$ cat src/rtl/hex_scan_mux.sv
// Multiplexed hex display scanner with double-buffered value and dark inter-digit cycle.
// Define HEX_SCAN_BLANK_EN to blank leading-zero digits (digit 0 always lit).
module hex_scan_mux #(
    parameter int DIGITS  = 4,
    parameter int CLK_DIV = 50000
) (
    input  logic                  clk,
    input  logic                  rst,
    input  logic                  en,
    input  logic                  load,
    input  logic [4*DIGITS-1:0]   value,
    output logic [3:0]            data,
    output logic [DIGITS-1:0]     dig,
    output logic                  frame_start,
    output logic                  pending
);

    localparam int CW = $clog2(CLK_DIV);
    localparam int IW = ($clog2(DIGITS) > 0) ? $clog2(DIGITS) : 1;
    localparam logic [CW-1:0] CNT_LAST = CW'(CLK_DIV - 1);
    localparam logic [IW-1:0] IDX_LAST = IW'(DIGITS - 1);

    logic [CW-1:0]         cnt;
    logic [IW-1:0]         idx;
    logic [4*DIGITS-1:0]   disp;
    logic [4*DIGITS-1:0]   pend_val;
    logic [4*DIGITS-1:0]   shifted;
    logic                  pend;
    logic                  slot_end;
    logic                  wrap;
    logic [DIGITS-1:0]     vis;

    assign slot_end = en && (cnt == CNT_LAST);
    assign wrap     = slot_end && (idx == IDX_LAST);
    assign pending  = pend;

    always_ff @(posedge clk) begin
        if (rst) begin
            cnt         <= '0;
            idx         <= '0;
            disp        <= '0;
            pend_val    <= '0;
            pend        <= 1'b0;
            frame_start <= 1'b0;
        end else begin
            frame_start <= wrap;
            if (slot_end) begin
                cnt <= '0;
                idx <= (idx == IDX_LAST) ? '0 : idx + 1'b1;
            end else if (en) begin
                cnt <= cnt + 1'b1;
            end
            if (load) begin
                pend_val <= value;
            end
            // A load on the wrap edge bypasses the buffer so the newest value wins.
            if (wrap) begin
                if (load) begin
                    disp <= value;
                end else if (pend) begin
                    disp <= pend_val;
                end
                pend <= 1'b0;
            end else if (load) begin
                pend <= 1'b1;
            end
        end
    end

`ifdef HEX_SCAN_BLANK_EN
    logic seen;
    always_comb begin
        seen = 1'b0;
        vis  = '0;
        for (int i = DIGITS - 1; i >= 0; i--) begin
            seen   = seen | (disp[4*i +: 4] != 4'd0);
            vis[i] = seen || (i == 0);
        end
    end
`else
    always_comb begin
        vis = '1;
    end
`endif

    always_comb begin
        shifted = disp >> {idx, 2'b00};
        data    = shifted[3:0];
        dig     = '0;
        if (en && (cnt != '0)) begin
            dig = vis & (DIGITS'(1) << idx);
        end
    end

endmodule

$ cat config.mk
export PLATFORM = sky130hd
export DESIGN_NAME = hex_scan_mux
export DESIGN_NICKNAME = d
export VERILOG_FILES = /design/src/rtl/hex_scan_mux.sv
export SDC_FILE = /design/constraint.sdc
export NUM_CORES = 1
export LEC_CHECK = 0
export BUFFER_PORTS_ARGS = -buffer_cell sky130_fd_sc_hd__buf_2
export CAP_MARGIN = 20
export CORE_MARGIN = 4
export CORE_UTILIZATION = 27
export CTS_BUF_LIST = sky130_fd_sc_hd__clkbuf_8
export CTS_CLUSTER_DIAMETER = 60
export CTS_CLUSTER_SIZE = 20
export DETAILED_ROUTE_END_ITERATION = 8
export GPL_ROUTABILITY_DRIVEN = 0
export PLACE_DENSITY = 0.53
export REMOVE_ABC_BUFFERS = 1
export SYNTH_ARGS = -nofsm -noshare
export SYNTH_HDL_FRONTEND = slang
export SYNTH_SLANG_ARGS = --single-unit
$ cat constraint.sdc
create_clock -name clk -period 5.02 [get_ports clk]
set_input_delay 0.753 -clock clk [delete_from_list [all_inputs] [get_ports clk]]
set_output_delay 0.753 -clock clk [all_outputs]
set_load 0.005 [all_outputs]
==> results.ini <==
[synthesis]
synth_area_per_cell_um2 = 10.0
synth_edf_count = 0
ys_ff_latch = 52
synthTopCellsByArea = dfxtp_1 45%, mux2_2 7.8%, mux2i_1 7.4%, nor2_1 5.5%, nor2b_1 4.4%
synth-warning-count = 0
synthArstFlopShare_pct = 0
synth_top_family_by_area = simple AND/OR/NAND/NOR gates
ys_types = 29
synth_ff_type = dfxtp_1
synth_xor_area_share_pct = 5.33
synth_mux_area_share_pct = 19.2
synth_compound_area_share_pct = 1.85
netlist_instances = 230
synth.yosys.seq_area_share_pct = 45.3
yosys.area_share.simple_pct = 21.5
netlist.area_leader.share_pct = 45.3
synth_area_mm2 = 0.00230
synth_common_cells = 52 x dfxtp_1, 34 x nor2_1, 17 x mux2i_1
yosysMostFrequentCell = dfxtp_1
yosysTopAreaCell = dfxtp_1
synth_adder_area_share_pct = 3.26

[layout]
postLayoutCellArea_mm2 = 0.00261
final_layout_size_suffix_gt1_share_pct = 23.6
seq_area_mm2 = 0.00104
layout-area-overhead-vs-synth_pct = 13.7
multi_input_area_mm2 = 0.00118
nets = 279
n_antenna_cell = 0
nFillCells = 898

[outcome]
status = complete, no violations

[clock_tree]
clk_pin_slew_ns = 0.10
cts_root_buffer = clkbuf_8
cts_made_buffers = 5
cts_setup_buffers = 0
insertion_delay_ns = 0.31
cts_sinks = 52
post_cts_resized = 0
clockBufferDepth = 2
cts_tree = yes
htree_num_levels = 2
cts_hold_buffers = 0

[detailed_routing]
vias_per_cell = 4.53
wirelength_mm = 4.46
routed-via-count = 1628
dr.pass1.iters = 4
drt_iter0_markers = 32
ant_nets = 0
drc = 0
wire_per_inst_um = 12.4

[sta]
rsz0062_at_grt = no
setup_ws_ns = 2.21
finalHoldViolCount = 0
min_period_over_period_pct = 56.1
finClkSkew_ns = 0.00856
slew_headroom_pct = 43.1
fin_crit_ns = 2.81
maxSlewViolCount = 0
max_freq_mhz = 355
worstMarginPinSlew_ns = 0.849
setup_violations = 0
fin_setup_tns_ns = 0

[power_and_ir_drop]
leakagePower_nw = 1.05
ir_worst_vdd_v = 0.0000910
power.density_mw_per_mm2 = 274
power_mw = 0.715

[critical_path]
rr_endpoint = disp[15]$_SDFFE_PP0P_
r2r_start = cnt[0]$_SDFFE_PP0P_
start_kind = register
crit_arrival_ns = 2.06
cp.required_ns = 4.27
crit_type = register to output pin
critPathMaxFanout = 5
ff2ff_path_depth = 5
crit_end = dig[3]
startpoint = cnt[10]$_SDFFE_PP0P_
cp-end-kind = output pin
reg2reg_slack_ns = 2.35

[placed_design]
place_hpwl_mm = 3.13
placed_cell_area_mm2 = 0.00252
pre_cts_slack_ns = 1.96
numPortBuffers = 29

[flow_run]
maxCapViolations = 0

[global_route]
grt_pass1_vias = 1639
antenna_found_initial = 0
grt.overflow.total = 0
grt_pass1_wl_mm = 7.76
grt_start_max_net_pins = 38
groute.usage.overall_pct = 9.69

[floorplan]
rows = 33
core_area_mm2 = 0.00826
ios = 30
die_height_um = 100
start_util_pct = 27.8
fp.dieArea_mm2 = 0.0101
die_x_um = 100

[min_path]
hp-class = register to register
min_from = pend_val[2]$_SDFFE_PP0P_

worst min path at each step:
stage / endpoint / slack [ns] / cells after the start
floorplan: pend_val[0]$_SDFFE_PP0P_ / 0.47 / 2
global route: pend_val[3]$_SDFFE_PP0P_ / 0.55 / 2
CTS: pend_val[2]$_SDFFE_PP0P_ / 0.52 / 2
global placement: pend_val[14]$_SDFFE_PP0P_ / 0.49 / 2
finish: pend_val[2]$_SDFFE_PP0P_ / 0.52 / 2
detailed placement: pend_val[2]$_SDFFE_PP0P_ / 0.50 / 2
kinds of logic (layout without fill, tap and decap cells):
logic type	count (synthesis)	after routing
AO/OA/AOI/OAI	7	7
XOR/XNOR	14	14
adder cells (fa/ha/maj)	6	6
buffers and inverters	21	45
flip-flops	52	52
multiplexers	37	37
AND/OR/NAND/NOR	93	93
where the power goes:
group | leakage (nW) | internal, mW | switching (mW)
registers | 0.423 | 0.422 | 0.00443
clock network | 0.0445 | 0.0993 | 0.148
logic | 0.580 | 0.0191 | 0.0230
total | 1.05 | 0.540 | 0.175
critical path: stages, from the launching register on:
cell and delay [ns]:
dfxtp_1 0.37, or4_4 0.55, nor2_1 0.25, a31oi_1 0.21
and2_1 0.24, buf_2 0.13
metal layers:
layer / vias to the layer above / wire length [um] / track usage (%)
met5: - / 0 / 0
li1: 837 / - / -
met3: 5 / 258 / 2.85
met4: 0 / 36 / 2.80
met1: 749 / 2100 / 12.3
met2: 37 / 2070 / 15.9
placed cells by master (no fill, tap or decap), drive strengths merged:
cell type / count
and2: 4
xor2: 3
and3: 1
clkbuf: 5
nand4b: 1
clkinvlp: 1
or3: 1
a31oi: 1
mux2i: 17
nor4b: 2
nor4: 7
nand4: 7
clkinv: 1
o21ai: 2
mux4: 4
o21bai: 1
buf: 29
and4: 2
nor2: 34
dfxtp: 52
xnor2: 11
mux2: 16
nand3: 6
nand2: 5
a21oi: 3
nor3: 4
inv: 9
or4: 3
nor2b: 16
ha: 6
flip-flops by register name, indices dropped and copies added (netlist names):
register     cells
disp            16
cnt             16
idx              2
pend_val        16
frame_start      1
pending          1
through the flow:
| step | utilization, % | cells | hold slack (ns) |
|---|---|---|---|
| floorplan | - | 217 | 0.468 |
| global placement | 30.6 | 351 | 0.492 |
| detailed placement | 30.6 | 351 | 0.498 |
| CTS | 31.7 | 359 | 0.523 |
| global route | 31.7 | 359 | 0.547 |
| finish | 31.7 | 359 | 0.519 |
cell type report:
type / count / area share, %
well taps: 105 / 5.03
flip-flops and latches: 52 / 39.8
repair buffers: 29 / 5.55
clock inverters: 3 / 0.814
multi-input cells: 157 / 45.0
inverters: 8 / 1.15
clock buffers: 5 / 2.63
No activity file was read; power rests on OpenSTA's default activity.
